===== config.mk =====
export PLATFORM = sky130hd
export DESIGN_NAME = pipeline_ctrl
export DESIGN_NICKNAME = d
export VERILOG_FILES = /design/src/rtl/pipeline_ctrl.sv
export SDC_FILE = /design/constraint.sdc
export NUM_CORES = 1
export LEC_CHECK = 0
export CORE_ASPECT_RATIO = 2
export CORE_MARGIN = 2
export CORE_UTILIZATION = 42
export DETAILED_ROUTE_END_ITERATION = 16
export PLACE_DENSITY = 0.76
export SLEW_MARGIN = 5
export SYNTH_ARGS = -nofsm -noshare
export SYNTH_HDL_FRONTEND = slang
export SYNTH_SLANG_ARGS = --single-unit
export TNS_END_PERCENT = 20

===== constraint.sdc =====
create_clock -name clk -period 2.17 [get_ports clk]
set_clock_uncertainty 0.1 [all_clocks]
set_input_delay 0.217 -clock clk [delete_from_list [all_inputs] [get_ports clk]]
set_output_delay 0.217 -clock clk [all_outputs]
set_load 0.005 [all_outputs]

===== src/rtl/pipeline_ctrl.sv =====
// Central sequencer for the 5-stage pipeline: hazard stalls, branch squash,
// HALT drain and a debug run/step/halt FSM gating global advance.
module pipeline_ctrl #(
    parameter logic [5:0] HALT_OPCODE  = 6'b111111,
    parameter int         DRAIN_CYCLES = 3,
    parameter int         CNT_W        = 32
) (
    input  logic             clk,
    input  logic             reset,
    input  logic             dbg_run,
    input  logic             dbg_step,
    input  logic             dbg_halt_req,
    input  logic [5:0]       id_opcode,
    input  logic [4:0]       id_rs,
    input  logic [4:0]       id_rt,
    input  logic             idex_mem_read,
    input  logic [4:0]       idex_rt,
    input  logic             branch_taken,
    output logic             pipe_enable,
    output logic             pc_write,
    output logic             ifid_stall,
    output logic             ifid_flush,
    output logic             idex_bubble,
    output logic             halted,
    output logic [2:0]       state,
    output logic [CNT_W-1:0] cycle_count
);

    localparam int DW = (DRAIN_CYCLES > 1) ? $clog2(DRAIN_CYCLES) : 1;

    typedef enum logic [2:0] {
        IDLE  = 3'd0,
        RUN   = 3'd1,
        STEP  = 3'd2,
        DRAIN = 3'd3,
        DONE  = 3'd4
    } state_t;

    state_t           state_reg, state_next;
    logic [DW-1:0]    drain_reg, drain_next;
    logic [CNT_W-1:0] count_reg;

    logic load_use;
    logic halt_dec;

    assign load_use = idex_mem_read && (idex_rt != 5'd0) &&
                      ((idex_rt == id_rs) || (idex_rt == id_rt));
    // A load-use stall masks HALT: the instruction in ID is re-examined next cycle.
    assign halt_dec = !load_use && (id_opcode == HALT_OPCODE);

    always_ff @(posedge clk or posedge reset) begin
        if (reset) begin
            state_reg <= IDLE;
            drain_reg <= '0;
            count_reg <= '0;
        end else begin
            state_reg <= state_next;
            drain_reg <= drain_next;
            if (pipe_enable && (count_reg != '1))
                count_reg <= count_reg + 1'b1;
        end
    end

    always_comb begin
        state_next  = state_reg;
        drain_next  = drain_reg;
        pipe_enable = 1'b0;
        pc_write    = 1'b0;
        ifid_stall  = 1'b1;
        ifid_flush  = 1'b0;
        idex_bubble = 1'b0;
        halted      = 1'b0;

        case (state_reg)
            IDLE: begin
                if (dbg_run)
                    state_next = RUN;
                else if (dbg_step)
                    state_next = STEP;
            end

            RUN, STEP: begin
                pipe_enable = 1'b1;
                ifid_stall  = 1'b0;
                if (load_use) begin
                    ifid_stall  = 1'b1;
                    idex_bubble = 1'b1;
                end else if (halt_dec) begin
                    ifid_flush  = 1'b1;
                    idex_bubble = 1'b1;
                end else if (branch_taken) begin
                    pc_write   = 1'b1;
                    ifid_flush = 1'b1;
                end else begin
                    pc_write = 1'b1;
                end

                if (halt_dec) begin
                    state_next = DRAIN;
                    drain_next = DW'(DRAIN_CYCLES - 1);
                end else if (state_reg == STEP || dbg_halt_req) begin
                    state_next = IDLE;
                end
            end

            DRAIN: begin
                pipe_enable = 1'b1;
                ifid_stall  = 1'b0;
                ifid_flush  = 1'b1;
                idex_bubble = 1'b1;
                if (drain_reg == '0)
                    state_next = DONE;
                else
                    drain_next = drain_reg - 1'b1;
            end

            DONE: begin
                halted = 1'b1;
            end

            default: begin
                state_next = IDLE;
            end
        endcase
    end

    assign state       = state_reg;
    assign cycle_count = count_reg;

endmodule


==> reports/results.ini <==
[floorplan]
floorplan.initialDensity_pct=43.0
io_pins=69
die_y_um=106
die-area_um2=5840
coreArea_um2=5090
std_cell_rows=37
die_x_um=55.0

[clock_tree]
htree_levels=2
clk_pin_slew_ps=70
cts_tree=done
cts_buffers=5
cts_hold_buffers=0
cts-root-buf=clkbuf_8
clock_sinks=37
insertion_delay_ps=300
clockBufferDepth=2

[grt]
grt_antenna_before_repair=0
grt_pass1_wl_um=9080
grt_pass1_vias=2032
grt_start_max_net_pins=38
grt_usage_pct=21.4
overflow=0

[layout]
largest_reg_flops=32
drive_above_1_share_pct=15.9
antenna_cells=0
mostFrequentLayoutCells=clkdlybuf4s50_1, dfrtp_1, xor2_1, buf_4
fillers=428
final_common_cell=clkdlybuf4s50_1
area_delta_synth_final_pct=48.2
final_nets=357

[worst_setup_path]
cp.arrival_ps=1810
crit_path_start_kind=input pin
end_kind=primary output
cp.required_ps=1850
crit_fanout=5
crit_type=input pin to primary output

[sta]
setup_viol=0
hold_viol=0
slew_violations=0
post-route-period-util_pct=97.9
maxSlewHeadroom_pct=68.9
layout_setup_ws_ps=46.1
fmax_mhz=471
tightest_slew_ps=467
tns_ps=0
finalCriticalPeriod_ps=2120

[drt]
ant_nets=0
drt_pre_antenna_iters=5
drc=0
vias=2072
drt-total-wl_um=6020
wl_per_cell_um=15.6
via_per_inst=5.37
drt_iter0_drc=32

[logic_synthesis]
synth_top_family_by_area=simple AND/OR/NAND/NOR gates
ys_seq_area_share_pct=42.3
synth_edf_count=0
synth_nets=260
syn_area_um2=2190
yosys_warnings=0
synthFlopType=dfrtp_1
synth_mux_area_share_pct=1.49
synth-simple-area-share_pct=29.7
postSynthAreaPerCell_um2=9.51
synthXorXnorAreaFrac_pct=16.4
synth-async-reset-ratio_pct=100
synth-seq-cells=37
synth-compound-area-share_pct=6.23
synth_cell_types=40
synth_fa_ha_area_share_pct=1.14
syn-instance-count=230

[placement]
io_buffer_count=68
globalplace.congestion=0.817
place_hpwl_um=4700
place_ws_ps=-393

[min_path]
min_path_type=input pin to async pin

[power_and_ir_drop]
ir_drop_mv=0.733
power_leakage_nw=1.55
p_per_area_nw_per_um2=769
pwr-share-comb_pct=45.0
clkPwrFrac_pct=18.7
total_power_mw=2.49
seq_power_share_pct=36.2
switching_share_pct=34.8
netSwitchingPower_mw=0.866
p_int_mw=1.63

[outcome]
status=finished clean

[flow_run]
drv_cap=0

-- through the flow --
stage	hold WS (ps)	cells	util [%]	cell area [um^2]
final	237	386	63.7	3240
after global routing	288	386	63.7	3240
after CTS	260	386	63.1	3210
after detailed placement	392	377	61.2	3110
after global placement	389	377	61.2	3110
after floorplan	297	230	-	2190
-- metal layers --
layer / global-route usage, % / share of wire [%] / vias up
li1: - / - / 1006
met2: 41.1 / 58 / 69
met3: 3.93 / 6.1 / 11
met4: 7.84 / 2.2 / 0
met1: 20.5 / 34 / 986
met5: 0 / 0 / -
-- cells in the mapped netlist, types with 2 or more instances --
cell type	count	area, um^2
o211ai_1	2	15.0
and4_1	7	61.3
dfrtp_1	37	926
ha_1	2	25.0
a31oi_1	2	12.5
nor2b_1	2	12.5
inv_1	10	37.5
a22oi_1	2	15.0
xor2_1	28	245
and3_1	5	31.3
nand3_1	18	90.1
clkbuf_1	2	7.51
nand2b_1	4	25.0
nand2_1	16	60.1
o21ai_0	5	25.0
mux2_2	2	22.5
buf_2	3	15.0
nor3_1	11	55.1
a21o_1	2	15.0
and2_1	4	25.0
or3_1	2	12.5
nand4_1	11	68.8
xnor2_1	13	114
nor4_4	2	42.5
nor4_1	5	31.3
nor2_1	19	71.3
-- power groups by stage --
stage | registers, mW | logic (mW) | clock network [mW]
global placement | 0.917 | 1.13 | 0
detailed placement | 0.916 | 1.15 | 0
floorplan | 0.907 | 0.552 | 0
finish | 0.904 | 1.12 | 0.467
CTS | 0.903 | 1.13 | 0.473
global route | 0.925 | 1.23 | 0.498
-- area by class of cell --
class / instances / area, um^2 / area share, %
clock inverter: 2 / 10.0 / 0.309
multi-input combinational: 178 / 1230 / 38.1
sequential: 37 / 927 / 28.6
timing repair buffer: 95 / 888 / 27.4
clock buffer: 6 / 72.6 / 2.24
inverter: 10 / 37.5 / 1.16
tap: 58 / 72.6 / 2.24
-- critical path: stages --
cell and delay, ps:
dlygate4sd2_1 290, or4_4 540, o21ai_2 190, buf_4 160, a211o_1 90, nand2_1 40
dlygate4sd2_1 270
-- path summary, 6_finish.rpt --
check / to / start / cells past startpoint / slack [ps]
max reg2reg: cycle_count[27] / cycle_count[30] / 6 / 160
min: cycle_count[6] / reset / 3 / 240
max in group asynchronous: state[0] / reset / 3 / 1380
max: ifid_stall / idex_rt[2] / 7 / 50
min reg2reg: cycle_count[16] / cycle_count[16] / 1 / 400
min in group clk: cycle_count[16] / cycle_count[16] / 1 / 400
-- cell families (layout without fill, tap and decap cells) --
logic type / count (synthesis) / in the layout
flops: 37 / 37
mux: 3 / 3
buf+inv: 15 / 113
xor+xnor: 41 / 41
fa+ha+maj: 2 / 2
compound gates: 20 / 20
simple gates: 112 / 112
-- what timing repair did --
| action | in CTS | in global routing |
|---|---|---|
| gates resized for setup | 14 | 14 |
| endpoints found under the setup margin | 4 | 4 |
| setup buffers | 1 | 0 |
| pin swaps | 4 | 5 |
Note: power is estimated with default switching activity, not from simulation.
